===== config.mk =====
export PLATFORM = sky130hd
export DESIGN_NAME = audio_score_feeder
export DESIGN_NICKNAME = d
export VERILOG_FILES = /design/src/rtl/audio_score_feeder_pkg.sv /design/src/rtl/audio_score_buf.sv /design/src/rtl/audio_score_feeder.sv
export SDC_FILE = /design/constraint.sdc
export NUM_CORES = 1
export LEC_CHECK = 0
export BUFFER_PORTS_ARGS = -buffer_cell sky130_fd_sc_hd__buf_4
export CAP_MARGIN = 40
export CORE_ASPECT_RATIO = 0.5
export CORE_MARGIN = 2
export CORE_UTILIZATION = 25
export CTS_CLUSTER_SIZE = 14
export DETAILED_ROUTE_END_ITERATION = 7
export GPL_TIMING_DRIVEN = 0
export PLACE_DENSITY = 0.49
export SKIP_LAST_GASP = 1
export SYNTH_ARGS = -nofsm -noshare
export SYNTH_HDL_FRONTEND = slang
export SYNTH_SLANG_ARGS = --single-unit

===== constraint.sdc =====
create_clock -name clk -period 5.66 [get_ports clk]
set_input_delay 1.132 -clock clk [delete_from_list [all_inputs] [get_ports clk]]
set_output_delay 1.132 -clock clk [all_outputs]
set_load 0.05 [all_outputs]

===== src/rtl/audio_score_feeder_pkg.sv =====
// audio_score_feeder_pkg: shared encodings and widths for the score feeder (rev 1.0)
`default_nettype none

package audio_score_feeder_pkg;

  localparam int NUM_CLASS_DEF = 7;
  localparam int SCORE_W       = 16;
  localparam int CNT_W         = 3;

  // Class index 7 is never a valid score slot; the post-processor uses it as "none".
  localparam logic [CNT_W-1:0] INVALID_IDX = 3'b111;

  typedef logic [2:0] state_t;

  localparam state_t S_IDLE  = 3'd0;
  localparam state_t S_FILL  = 3'd1;
  localparam state_t S_INIT  = 3'd2;
  localparam state_t S_BURST = 3'd3;
  localparam state_t S_DONE  = 3'd4;

endpackage

`default_nettype wire


===== src/rtl/audio_score_buf.sv =====
// audio_score_buf: NUM_CLASS x SCORE_W register file, one write port, one registered read port (rev 1.0)
`default_nettype none

module audio_score_buf
  import audio_score_feeder_pkg::*;
#(
  parameter int NUM_CLASS = NUM_CLASS_DEF
) (
  input  logic               clk,
  input  logic               reset,
  input  logic               we_i,
  input  logic [CNT_W-1:0]   waddr_i,
  input  logic [SCORE_W-1:0] wdata_i,
  input  logic               re_i,
  input  logic [CNT_W-1:0]   raddr_i,
  output logic [SCORE_W-1:0] rdata_o
);

  localparam logic [CNT_W-1:0] NC = CNT_W'(NUM_CLASS);

  logic [SCORE_W-1:0] mem_q [NUM_CLASS];
  logic [SCORE_W-1:0] rdata_q;

  always_ff @(posedge clk or posedge reset) begin
    if (reset) begin
      for (int i = 0; i < NUM_CLASS; i++) begin
        mem_q[i] <= '0;
      end
      rdata_q <= '0;
    end else begin
      if (we_i && (waddr_i < NC)) begin
        mem_q[waddr_i] <= wdata_i;
      end
      // Read register only moves on a request, so the last score stays on the bus.
      if (re_i && (raddr_i < NC)) begin
        rdata_q <= mem_q[raddr_i];
      end
    end
  end

  assign rdata_o = rdata_q;

endmodule

`default_nettype wire


===== src/rtl/audio_score_feeder.sv =====
// audio_score_feeder: fetches NUM_CLASS scores under arbitration stalls, replays them as init + gap-free burst (rev 1.0)
`default_nettype none

module audio_score_feeder
  import audio_score_feeder_pkg::*;
#(
  parameter int NUM_CLASS = NUM_CLASS_DEF,
  parameter int ADDR_W    = 10,
  parameter int BASE_ADDR = 0
) (
  input  logic               clk,
  input  logic               reset,
  input  logic               i_start,
  input  logic               i_gnt,
  output logic               o_rd_en,
  output logic [ADDR_W-1:0]  o_rd_addr,
  input  logic [SCORE_W-1:0] i_rd_data,
  output logic               o_init,
  output logic               o_we,
  output logic [SCORE_W-1:0] o_dout,
  output logic               o_busy,
  output logic               o_done
);

  localparam logic [CNT_W-1:0] NC   = CNT_W'(NUM_CLASS);
  localparam logic [CNT_W-1:0] LAST = CNT_W'(NUM_CLASS - 1);

  state_t           state_q, state_d;
  logic [CNT_W-1:0] iss_q, iss_d;
  logic [CNT_W-1:0] ret_q, ret_d;
  logic [CNT_W-1:0] idx_q, idx_d;
  logic             rd_en_q;
  logic             init_q, init_d;
  logic             we_q, we_d;
  logic             done_q, done_d;
  logic             busy_q;
  logic             buf_re;
  logic [CNT_W-1:0] buf_raddr;

  assign o_rd_en   = (state_q == S_FILL) && i_gnt && (iss_q < NC);
  assign o_rd_addr = ADDR_W'(BASE_ADDR) + ADDR_W'(iss_q);

  always_comb begin
    state_d   = state_q;
    iss_d     = iss_q;
    ret_d     = ret_q;
    idx_d     = idx_q;
    init_d    = 1'b0;
    we_d      = 1'b0;
    done_d    = 1'b0;
    buf_re    = 1'b0;
    buf_raddr = idx_q;
    case (state_q)
      S_IDLE: begin
        iss_d = '0;
        ret_d = '0;
        idx_d = '0;
        if (i_start) state_d = S_FILL;
      end
      S_FILL: begin
        if (o_rd_en) iss_d = iss_q + 1'b1;
        // Leaving on the last return lets o_init land the cycle after the final write.
        if (rd_en_q) begin
          ret_d = ret_q + 1'b1;
          if (ret_q == LAST) begin
            state_d = S_INIT;
            init_d  = 1'b1;
          end
        end
      end
      S_INIT: begin
        state_d   = S_BURST;
        buf_re    = 1'b1;
        buf_raddr = '0;
        we_d      = 1'b1;
        idx_d     = 3'd1;
      end
      S_BURST: begin
        if (idx_q < NC) begin
          buf_re = 1'b1;
          we_d   = 1'b1;
          idx_d  = idx_q + 1'b1;
        end else begin
          state_d = S_DONE;
          done_d  = 1'b1;
        end
      end
      S_DONE:  state_d = S_IDLE;
      default: state_d = S_IDLE;
    endcase
  end

  always_ff @(posedge clk or posedge reset) begin
    if (reset) begin
      state_q <= S_IDLE;
      iss_q   <= '0;
      ret_q   <= '0;
      idx_q   <= '0;
      rd_en_q <= 1'b0;
      init_q  <= 1'b0;
      we_q    <= 1'b0;
      done_q  <= 1'b0;
      busy_q  <= 1'b0;
    end else begin
      state_q <= state_d;
      iss_q   <= iss_d;
      ret_q   <= ret_d;
      idx_q   <= idx_d;
      rd_en_q <= o_rd_en;
      init_q  <= init_d;
      we_q    <= we_d;
      done_q  <= done_d;
      busy_q  <= (state_d != S_IDLE);
    end
  end

  audio_score_buf #(
    .NUM_CLASS (NUM_CLASS)
  ) u_buf (
    .clk     (clk),
    .reset   (reset),
    .we_i    (rd_en_q),
    .waddr_i (ret_q),
    .wdata_i (i_rd_data),
    .re_i    (buf_re),
    .raddr_i (buf_raddr),
    .rdata_o (o_dout)
  );

  assign o_init = init_q;
  assign o_we   = we_q;
  assign o_busy = busy_q;
  assign o_done = done_q;

endmodule

`default_nettype wire


# Yosys cells after proc, flatten, opt, wreduce, memory -nomap -nowiden
# Cells that the tools add are included.
[op_classes]
add_sub_neg = 3
n_lt_le_gt_ge = 7
eq_ne = 7
mux = 25
bitwise = 2
reduce_logical = 12
[ops]
columns = ["op", "n"]
rows = [
  ["$bwmux W112", 1],
  ["$bmux W16 S3", 1],
  ["$demux W16 S3", 1],
  ["$mux W16", 3],
  ["$mux W3", 8],
  ["$lt A3 B3 Y1 const B", 4],
  ["$pmux W3 S2", 2],
  ["$pmux W3 S4", 1],
  ["$add A3 B1 Y3 const B", 3],
  ["$pmux W3 S3", 1],
  ["$ge A4 B4 Y1 const B", 2],
  ["$not A3 Y4", 2],
  ["$eq A3 B2 Y1 const B", 2],
  ["$mux W1", 6],
  ["$ne A2 B2 Y1 const B", 3],
  ["$reduce_and A2 Y1", 3],
  ["$reduce_bool A3 Y1", 2],
  ["$logic_and A1 B1 Y1", 5],
  ["$lt A4 B1 Y1 const B", 1],
  ["$eq A3 B1 Y1 const B", 1],
  ["$eq A3 B3 Y1 const B", 1],
  ["$logic_not A3 Y1", 1],
  ["$pmux W1 S2", 1],
  ["$reduce_bool A2 Y1", 1],
]
[totals]
register_bits = 145
input_bits = 20
out_inout_bits = 31
wordCells = 73

# Longest topological paths before layout
# Gate-level depths: netlist of the first run.
[logic_depth]
word_depth = 6
mapped_depth = 8
mapped_depth_nobuf = 5

# Modules after synthesis
# A second synthesis of the first run with hierarchy kept.
[unflattened]
cells_unflattened = 484
hier_area_um2 = 6660.1
[modules_own_cells]
columns = ["mod", "instances", "cells_each", "area_per_inst_um2", "seq_area_each_um2"]
rows = [
  ["audio_score_buf", 1, 397, 5750.5, 3203.1],
  ["audio_score_feeder", 1, 87, 909.6, 425.4],
]

# Least setup slack after synthesis of the first run
# Ideal clock, no wire load.
[synth_timing]
kind = "input-to-output"
start = "input port i_gnt"
end = "output port o_rd_en"
t_arrival_ns = 1.573
required_ns = 4.528
slack_ns = 2.955
path_stages = 2
path_buffers = 0
path_cell_list = "nand3_1 -> inv_1"
[synth_between]
elab_chain_cells = 2
[synth_lines]
columns = ["element", "line", "text"]
rows = [
  ["start: declaration", "audio_score_feeder.sv:14", "input logic i_gnt,"],
  ["$logic_and A1 B1 Y1 (2 in a row)", "audio_score_feeder.sv:40", "assign o_rd_en = (state_q == S_FILL) && i_gnt && (iss_q < NC);"],
  ["end: declaration", "audio_score_feeder.sv:15", "output logic o_rd_en,"],
]
# Every way passes these cells.

# Worst setup path after layout of the first run
[layout_timing]
start = "register state_q[2]"
end = "output port o_rd_en"
[layout_between]
elab_chain_cells = 3
[layout_lines]
columns = ["element", "line", "text"]
rows = [
  ["start: declaration", "audio_score_feeder.sv:28", "state_t state_q, state_d;"],
  ["start signal: assignment", "audio_score_feeder.sv:105", "state_q <= state_d;"],
  ["$eq A3 B1 Y1", "audio_score_feeder.sv:40", ""],
  ["$logic_and A1 B1 Y1 (2 in a row)", "audio_score_feeder.sv:40", ""],
]
# Every way passes these cells.

==> out/metrics.cfg, run 1 <==
[yosys]
ys_seq_area_share_pct=52.35
yosysMostFrequentCell=dfrtp_1
postSynthAreaPerCell_sq_um=12.36
synth_cells=561
synth_top_cells_by_count=dfrtp_1, mux2_2, o21ai_0, nor2_1, a211oi_1
ys_seq_elements=145
yosysTopAreaCell=dfrtp_1
ys_types=44
syn_area_sq_um=6932
synth_edf_count=0
synth_top_area_share_pct=52.35
synthArstFlopShare_pct=100.0
netlist_top_cells_area=dfrtp_1, mux2_2, o221a_2
yosys_warnings=0
ys.flop_type=dfrtp_1

[route]
postRouteAntennaNets=0
vias_per_cell=4.666
drt_iter0_markers=286
vias=4787
drt_wl_total_um=19650
drc=0
wl_per_cell_um=19.15
dr.pass1.iters=4

[min_path]
min-delay-start=u_buf.mem_q[41]$_DFFE_PP0P_
min-delay-path-class=flop to flop
min_to=u_buf.mem_q[41]$_DFFE_PP0P_
holdPathStages=1

[cts]
htreeDepth=4
clockRootBuffer=clkbuf_16
cts.repair.resized=0
cts_made_buffers=17
cts_sinks=145
clock_latency_ps=430
clockBufferDepth=2
cts_tree=built
path_clk_slew_ps=60
post-cts-setup-buffers=0
ctsHoldBuffers=0

[worst_setup_path]
cp_max_fo=10
crit_path_end_kind=output pin
crit_type=flop to output pin
rr_startpoint=ret_q[1]$_DFFE_PP0P_
reg2reg_depth=4
critPathArrivalTime_ps=2050
crit_required_ps=4530
regToRegSetupSlack_ps=3360
startpoint_type=flop
r2r_end=u_buf.mem_q[35]$_DFFE_PP0P_

[sta]
fmax_mhz=314.3
tightest_slew_ps=861.4
rsz0062_at_grt=false
period_needed_ps=3182
slew_headroom_pct=42.26
hold_violations=0
setup_viol=0
setup_ws_ps=2478
slew_violations=0
fin_crit_sh_pct=56.22
skew_ps=9.581

[global_route]
antenna_found_initial=0
grt_max_degree=81
grt_overflow=0
grt_pass1_vias=4933
grt_pass1_wl_um=29920
grt_usage_pct=14.08

[place]
dp_hpwl_um=12420
gp_congestion=0.7639
dp.cells=994
portBuffers=43
dp_worst_setup_slack_ps=2859

[finish]
final_util_pct=30.59
n_fill_cell=2768
multiInputGateArea_sq_um=3000
regArea_sq_um=3628
drive_above_1_share_pct=40.53
stdcell_count=1026
diodes=0
syn2layout_area_growth_pct=21.32
layout.nets=655

[job]
timing.max_cap.violations=0

[pwr]
vdd.ir_drop.worst_v=0.0002361
total_leakage_power_nw=3.543
power_density_nw_per_um2=597.3

[floorplan]
dieArea_sq_um=29150
chipWidth_um=239.5
die_y_um=121.7
design.core.area_sq_um=27490
num_rows=43
ios=51
start_util_pct=25.21

[status]
status=finished, final reports clean

critical path, cell delays in order, from the launching register on:
cell     delay [ps]
dfrtp_1         350
buf_2           170
nor3b_1         530
nand3_1         220
inv_1           140
buf_4           210
how the worst max path moves through the flow:
stage,start,to,slack (ps)
floorplan,reset,idx_q[0]$_DFFE_PP0P_,630
global placement,reset,iss_q[0]$_DFFE_PP0P_,-1300
detailed placement,i_gnt,o_rd_en,2860
CTS,state_q[2]$_DFF_PP0_,o_rd_en,2470
global route,state_q[2]$_DFF_PP0_,o_rd_en,2340
finish,state_q[2]$_DFF_PP0_,o_rd_en,2480
layout by cell type, fill, tap and decap left out, drive strengths merged, types with 3 or more instances in the layout:
cell,count
nor3,5
a31oi,15
nand4,5
ha,4
o221a,16
nor2,23
a21oi,18
nor2b,16
dfrtp,145
clkbuf,34
nand2,12
nor3b,3
inv,6
nand3,6
bufinv,3
a21boi,16
buf,84
clkinv,5
mux2i,16
mux2,112
a211oi,30
o21ai,28
nand2b,3
conb,7
and3,16
kinds of logic after synthesis:
family | count (synthesis) | synth area share [%]
DFF | 145 | 52.35
xor gates and xnor gates | 2 | 0.2528
other | 1 | 0.05410
and+or+nand+nor | 97 | 7.924
buffers and inverters | 57 | 4.693
muxes | 128 | 20.51
AOI/OAI and AO/OA | 127 | 13.50
adders and majority gates | 4 | 0.7221
stage by stage:
step / power, mW / setup TNS, ps / cell area (sq um) / hold WS (ps)
2_1_floorplan: 3.262 / 0 / 6954 / 471.1
5_1_grt: 5.333 / 0 / 8409 / 504.1
4_1_cts: 5.058 / 0 / 8409 / 499.8
6_report: 5.023 / 0 / 8409 / 500.6
3_3_place_gp: 3.811 / -186860 / 7755 / 479.0
3_5_place_dp: 3.867 / 0 / 7792 / 486.9
power by group:
| group | internal, mW | switching [mW] | leakage, nW |
|---|---|---|---|
| clock network | 0.738 | 0.439 | 0.299 |
| registers | 1.54 | 0.270 | 1.73 |
| logic | 0.891 | 1.14 | 1.52 |
| total | 3.17 | 1.85 | 3.54 |
final cells by class:
type | instances | area share (%)
Inverter | 7 | 0.3720
Clock inverter | 9 | 1.533
Sequential cell | 145 | 43.15
Tap cell | 382 | 5.684
Buffer | 50 | 3.556
Clock buffer | 23 | 5.803
Multi-Input combinational cell | 365 | 35.68
Timing Repair Buffer | 45 | 4.226
flip-flops by register name, summed over array words and instances, names as in the netlist:
name / cells
idx_q: 3
iss_q: 3
o_busy: 1
o_done: 1
o_init: 1
o_we: 1
rd_en_q: 1
ret_q: 3
state_q: 3
u_buf.mem_q: 112
u_buf.rdata_o: 16
layer usage:
layer	vias up	share of wire, %	track usage, %
li1	2180	-	-
met1	2457	47	18.70
met2	115	46	21.95
met3	35	4.5	3.399
met4	0	2.7	6.211
met5	-	0	0
(Power assumes the default switching activity.)
==> run 2: changes to the inputs <==
--- a/config.mk
+++ b/config.mk
@@ -13,7 +13,7 @@
 export CTS_CLUSTER_SIZE = 14
 export DETAILED_ROUTE_END_ITERATION = 7
 export GPL_TIMING_DRIVEN = 0
-export PLACE_DENSITY = 0.49
+export PLACE_DENSITY = 0.5
 export SKIP_LAST_GASP = 1
 export SYNTH_ARGS = -nofsm -noshare
 export SYNTH_HDL_FRONTEND = slang
==> constraint.sdc (replaced) <==
create_clock -name clk -period 2.6 [get_ports clk]
set_input_delay 0.52 -clock clk [delete_from_list [all_inputs] [get_ports clk]]
set_output_delay 0.52 -clock clk [all_outputs]
set_load 0.05 [all_outputs]
==> run 2 against run 1 <==
Net effect:
- setup slack got worse by 2100 ps
- clock power rose by 110%
- largest cell class unchanged
- largest power group unchanged
- highest routed layer unchanged
- critical path depth did not move
- critical endpoint unchanged
- hold slack got worse by 340 ps
- global-route usage fell by 0.48 points
- sequential power rose by 120%
- clock-buffer cell count rose by 1
- register-to-register slack got worse by 3000 ps
- via count rose by 0.61%
- combinational power rose by 120%
- non-clock buffer count rose by 3
- core utilization rose by 0.096 points
==> out/metrics.cfg, run 2 (same netlist as run 1, synthesis figures left out) <==
[status]
status=finished, final reports clean

[worst_setup_path]
crit_type=flop to output pin
crit_required_ps=2080  ; -2450 ps
cp_max_fo=10  ; unchanged
startpoint_type=flop
r2r_end=u_buf.mem_q[32]$_DFFE_PP0P_
rr_startpoint=rd_en_q$_DFF_PP0_
critPathArrivalTime_ps=1750  ; -300 ps
crit_path_end_kind=output pin
regToRegSetupSlack_ps=350  ; -3010 ps
reg2reg_depth=5  ; +1

[route]
drt_iter0_markers=266  ; -7.0%
postRouteAntennaNets=0  ; unchanged
vias=4816  ; +0.61%
vias_per_cell=4.689  ; +0.51%
dr.pass1.iters=4  ; unchanged
drt_wl_total_um=18950  ; -3.6%
wl_per_cell_um=18.45  ; -3.6%
drc=0  ; unchanged

[sta]
skew_ps=11.91  ; +2.330 ps
fin_crit_sh_pct=87.18
hold_violations=0  ; unchanged
rsz0062_at_grt=false
slew_violations=0  ; unchanged
period_needed_ps=2267
tightest_slew_ps=838.6  ; -22.75 ps
slew_headroom_pct=43.79  ; +1.5 points
fmax_mhz=441.2
setup_ws_ps=333.3  ; -2145 ps
setup_viol=0  ; unchanged

[global_route]
use_met2_pct=21.48  ; -0.47 points
grt_pass1_vias=4792  ; -2.9%
grt_overflow=0  ; unchanged
grtUsageMet3_pct=2.946  ; -0.45 points
grtUsageMet1_pct=18.56  ; -0.14 points
grt_busiest_layer=met2
grt_max_degree=38  ; -53%
antenna_found_initial=0  ; unchanged
grt_pass1_wl_um=29240  ; -2.3%
grt_usage_pct=13.60  ; -0.48 points

[cts]
clockRootBuffer=clkbuf_16
clockBufferDepth=2  ; unchanged
cts_tree=built
cts_made_buffers=17  ; unchanged
htreeDepth=4  ; unchanged
cts_sinks=145  ; unchanged
cts.repair.resized=0  ; unchanged
post-cts-setup-buffers=0  ; unchanged
ctsHoldBuffers=0  ; unchanged
path_clk_slew_ps=60  ; about the same
clock_latency_ps=430  ; about the same

[place]
placed_area_sq_um=7844  ; +0.66%
dp_worst_setup_slack_ps=376.0  ; -2483 ps
portBuffers=43  ; unchanged
gp_congestion=0.7625  ; -0.18%
dp_hpwl_um=12600  ; +1.4%

[finish]
largest_reg_flops=112  ; unchanged
final_cell_mix=dfrtp_1, mux2_2, buf_4, o21ai_0, nor2_1
final_common_cell=dfrtp_1
top_register=u_buf.mem_q
syn2layout_area_growth_pct=21.70
n_fill_cell=2801  ; +1.2%
drive_above_1_share_pct=40.47  ; -0.063 points
diodes=0  ; unchanged
stdcell_area_sq_um=8436  ; +0.31%
layout.nets=658  ; +0.46%

[pwr]
p_clk_share_pct=22.9  ; -0.5 points
sw_frac_of_total_pct=36.58  ; -0.31 points
seqPwrFrac_pct=36.3  ; +0.2 points
power.switching_mw=3.965  ; +110%
vdd.ir_drop.worst_v=0.0005293  ; +120%
combPwrFrac_pct=40.8  ; +0.3 points
total_leakage_power_nw=3.557  ; +0.40%
power_density_nw_per_um2=1285  ; +120%
p_int_mw=6.875  ; +120%

[min_path]
min-delay-path-class=input port to asynchronous set/reset pin

[floorplan]
dieArea_sq_um=29150  ; unchanged
die_y_um=121.7  ; unchanged
chipWidth_um=239.5  ; unchanged
num_rows=43  ; unchanged
ios=51  ; unchanged
design.core.area_sq_um=27490  ; unchanged
start_util_pct=25.21  ; unchanged

[job]
timing.max_cap.violations=0  ; unchanged

==> run 2: layout make-up <==
cell class | instances | area, sq um | share of cell area, %
clock inverter | 6 | 105.1 | 1.246
tap | 382 | 478.0 | 5.666
clock buffer | 24 | 481.7 | 5.710
multi-input combinational | 365 | 3005 | 35.63
timing repair buffer | 48 | 407.9 | 4.835
inverter | 7 | 30.03 | 0.3560
sequential | 145 | 3628 | 43.01
buffer | 50 | 299.0 | 3.545
==> run 2: layer usage <==
metal  routed length, um  share of wire (%)
met1                9173                 48
met2                8756                 46
met3                 680                3.6
met4                 341                1.8
met5                   0                  0
==> run 2: stage by stage <==
step	setup TNS [ps]	util (%)	hold slack, ps	power (mW)	instances
finish	0	30.68	163.1	10.84	1027
global route	0	30.68	190.3	11.47	1027
CTS	0	30.66	163.9	10.91	1027
detailed placement	0	28.53	486.5	8.412	997
global placement	-108620	28.22	479.2	8.277	992
floorplan	0	-	471.1	7.102	567
==> run 2: how the worst max path moves through the flow <==
stage	endpoint	startpoint
floorplan	idx_q[0]$_DFFE_PP0P_	reset
global placement	iss_q[0]$_DFFE_PP0P_	reset
detailed placement	u_buf.mem_q[40]$_DFFE_PP0P_	rd_en_q$_DFF_PP0_
CTS	o_rd_en	state_q[2]$_DFF_PP0_
global route	o_rd_en	state_q[2]$_DFF_PP0_
finish	o_rd_en	state_q[2]$_DFF_PP0_
==> run 2: critical path, stage by stage, from the launching register on <==
cell and delay [ps]:
dfrtp_1 350, buf_2 170, nor3b_2 310, nand3_1 170, inv_1 120, buf_4 200
==> run 2: power groups by stage <==
stage          Combinational [mW]  Clock (mW)  Sequential (mW)
2_1_floorplan                2.77           0             4.33
3_3_place_gp                 4.36           0             3.92
3_5_place_dp                 4.44           0             3.97
4_1_cts                      4.45        2.53             3.94
5_1_grt                      4.77        2.63             4.07
6_report                     4.42        2.49             3.93
==> run 3: changes to the inputs <==
--- a/config.mk
+++ b/config.mk
@@ -5,6 +5,7 @@
 export SDC_FILE = /design/constraint.sdc
 export NUM_CORES = 1
 export LEC_CHECK = 0
+export ABC_AREA = 1
 export BUFFER_PORTS_ARGS = -buffer_cell sky130_fd_sc_hd__buf_4
 export CAP_MARGIN = 40
 export CORE_ASPECT_RATIO = 0.5
==> run 3 against run 2 <==
Net effect:
- clock skew is 2.0 ps higher
- total power is 0.42% higher
- global-route usage is 1.1 points higher
- synthesized cell count is 55% higher
- wire length is 6.6% higher
- critical endpoint unchanged
- largest power group unchanged
==> out/metrics.cfg, run 3 <==
[status]
status=finished, final reports clean

[sta]
setup_viol=0  ; unchanged
setup_ws_ps=299.1  ; -34.17 ps
whs_ps=357.5  ; +194.4 ps
period_needed_ps=2301  ; +34.17 ps
slew_headroom_pct=60.18  ; +16 points
tightest_slew_ps=597.4  ; -241.2 ps
fin_crit_sh_pct=88.50  ; +1.3 points
skew_ps=13.91  ; +1.994 ps
fmax_mhz=434.6  ; -1.5%
slew_violations=0  ; unchanged
rsz0062_at_grt=false
hold_violations=0  ; unchanged
totalNegativeSetupSlack_ps=0  ; unchanged

[global_route]
grt_pass1_wl_um=32430  ; +11%
grt_pass1_vias=5741  ; +20%
grt_overflow=0  ; unchanged
grt_usage_pct=14.67  ; +1.1 points
antenna_found_initial=1  ; +1
grt_max_degree=39  ; +2.6%

[yosys]
synth_cells=867  ; +55%
synth_top_area_share_pct=52.33  ; about the same
ys.flop_type=dfrtp_1
synth_edf_count=0  ; unchanged
ys_seq_area_share_pct=52.33  ; about the same
ys_seq_elements=145  ; unchanged
synth_top_family_by_area=simple AND/OR/NAND/NOR gates
synthAdderAreaFrac_pct=0.7218  ; about the same
ys_types=22  ; -50%
syn_area_sq_um=6934  ; about the same
netlist_top_cells_area=dfrtp_1, nand2_1, o21ai_0
synth_top_cells_by_count=nand2_1, dfrtp_1, o21ai_0, inv_1, nand3_1
muxShareOfSynthArea_pct=0  ; -21 points
synth_compound_area_share_pct=10.84  ; -2.7 points
yosysMostFrequentCell=nand2_1
synthArstFlopShare_pct=100.0  ; unchanged
synth_simple_gate_area_share_pct=26.18  ; +18 points
synthXorXnorAreaFrac_pct=0  ; -0.25 points
yosysTopAreaCell=dfrtp_1
postSynthAreaPerCell_sq_um=7.998  ; -35%
yosys_warnings=0  ; unchanged

[route]
dr.pass1.iters=5  ; +1
met2_length_um=9029  ; +3.1%
drt_wl_total_um=20210  ; +6.6%
vias=5908  ; +23%
drt_iter0_markers=498  ; +87%
drt-met1-wl_um=9892  ; +7.8%
postRouteAntennaNets=0  ; unchanged
wl_met3_um=1151  ; +69%
vias_per_cell=4.425  ; -5.6%
routed.top_layer=met4
drc=0  ; unchanged
wl_per_cell_um=15.14  ; -18%

[worst_setup_path]
startpoint_type=flop
cp_max_fo=6  ; -4
crit_path_end_kind=output pin
crit_type=flop to output pin
critPathArrivalTime_ps=1780  ; +30 ps
crit_required_ps=2080  ; about the same

[floorplan]
dieArea_sq_um=29170  ; about the same
num_rows=43  ; unchanged
die_y_um=121.8  ; about the same
start_util_pct=25.22  ; about the same
ios=51  ; unchanged
chipWidth_um=239.5  ; about the same
design.core.area_sq_um=27490  ; unchanged

[finish]
syn2layout_area_growth_pct=21.85
n_fill_cell=2973  ; +6.1%
top_register=u_buf.mem_q
largest_reg_flops=112  ; unchanged
final_common_cell=nand2_1
final_cell_mix=nand2_1, dfrtp_1, o21ai_0, inv_1, nand3_1
layout.nets=964  ; +47%
final_util_pct=30.73  ; +0.050 points
drive_above_1_share_pct=13.01  ; -27 points
multiInputGateArea_sq_um=2646  ; -12%
diodes=0  ; unchanged
regArea_sq_um=3628  ; unchanged

[place]
portBuffers=43  ; unchanged
dp_hpwl_um=15010  ; +19%
gp_congestion=0.8331  ; +9.3%
dp_worst_setup_slack_ps=631.9  ; +255.9 ps

[pwr]
power.total_mw=10.89  ; +0.42%
power_density_nw_per_um2=1288  ; +0.26%
vdd.ir_drop.worst_v=0.0004604  ; -13%
total_leakage_power_nw=4.399  ; +24%

[cts]
cts_tree=built
cts_sinks=145  ; unchanged
htreeDepth=4  ; unchanged
post-cts-setup-buffers=0  ; unchanged
cts_made_buffers=17  ; unchanged
clock_latency_ps=430  ; about the same
clockRootBuffer=clkbuf_16
clockBufferDepth=2  ; unchanged
path_clk_slew_ps=60  ; about the same

[job]
timing.max_cap.violations=0  ; unchanged

[min_path]
min-delay-path-class=input port to flop

==> run 3: cell count changes after synthesis, sizes merged, moves of 16 or more <==
cell    delta
mux2     -112
o211ai    +16
and3      -16
nand2    +239
o21ai     +93
a21boi    -16
o221a     -16
a211oi    -30
nand3     +79
mux2i     -16
inv       +93
nand3b    +31
nor2      +25
nor2b     -16
==> run 3: layer usage <==
layer	vias up	GRT usage, %
met1	2863	20.52
li1	2901	-
met5	-	0
met3	9	3.399
met4	0	3.477
met2	135	23.04
==> run 3: timing repair <==
item                                    in CTS  in global routing
endpoints found under the setup margin       0                  1
hold buffers                                 1                  0
resized for setup                            0                  1
hold endpoints to repair                     2                  0
==> run 3: cells by family after synthesis <==
family	Yosys count
AOI/OAI and AO/OA	141
and+or+nand+nor	419
other	1
buffers and inverters	157
DFF	145
adders and majority gates	4
==> run 3: final cells by class <==
cell class | instances | area share (%)
plain buffers | 58 | 3.702
clock buffers | 17 | 5.035
clock inverters | 15 | 2.014
inverters | 99 | 4.442
multi-input cells | 571 | 31.32
flip-flops and latches | 145 | 42.94
well taps | 382 | 5.657
repair buffers | 48 | 4.887
==> run 3: through the flow <==
| stage | cells | cell area (sq um) |
|---|---|---|
| after floorplan | 873 | 6960 |
| after global placement | 1298 | 7761 |
| after detailed placement | 1302 | 7841 |
| after CTS | 1335 | 8447 |
| after global routing | 1335 | 8449 |
| final | 1335 | 8449 |
==> run 3: final timing paths <==
kind / depth (start not counted) / to / slack (ps) / from
max: 6 / o_rd_en / 300 / state_q[1]$_DFF_PP0_
min: 3 / o_busy$_DFF_PP0_ / 360 / i_start
max reg2reg: 7 / u_buf.rdata_o[3]$_DFFE_PP0P_ / 760 / state_q[0]$_DFF_PP0_
min reg2reg: 2 / u_buf.mem_q[23]$_DFFE_PP0P_ / 480 / u_buf.mem_q[23]$_DFFE_PP0P_
max in group asynchronous: 6 / u_buf.mem_q[87]$_DFFE_PP0P_ / 1120 / reset
min in group asynchronous: 3 / iss_q[0]$_DFFE_PP0P_ / 550 / reset
==> run 3: report_power, final <==
group	switching [mW]	internal, mW
sequential	0.565	3.27
clock	1.06	1.45
combinational	3.05	1.49
==> run 3: worst max-delay path, stage by stage (launching register included) <==
cell     delay (ps)
dfrtp_1         420
nor2_1          160
nand2_1         160
inv_1            90
nand2_1          70
nor2_2          210
buf_4           250
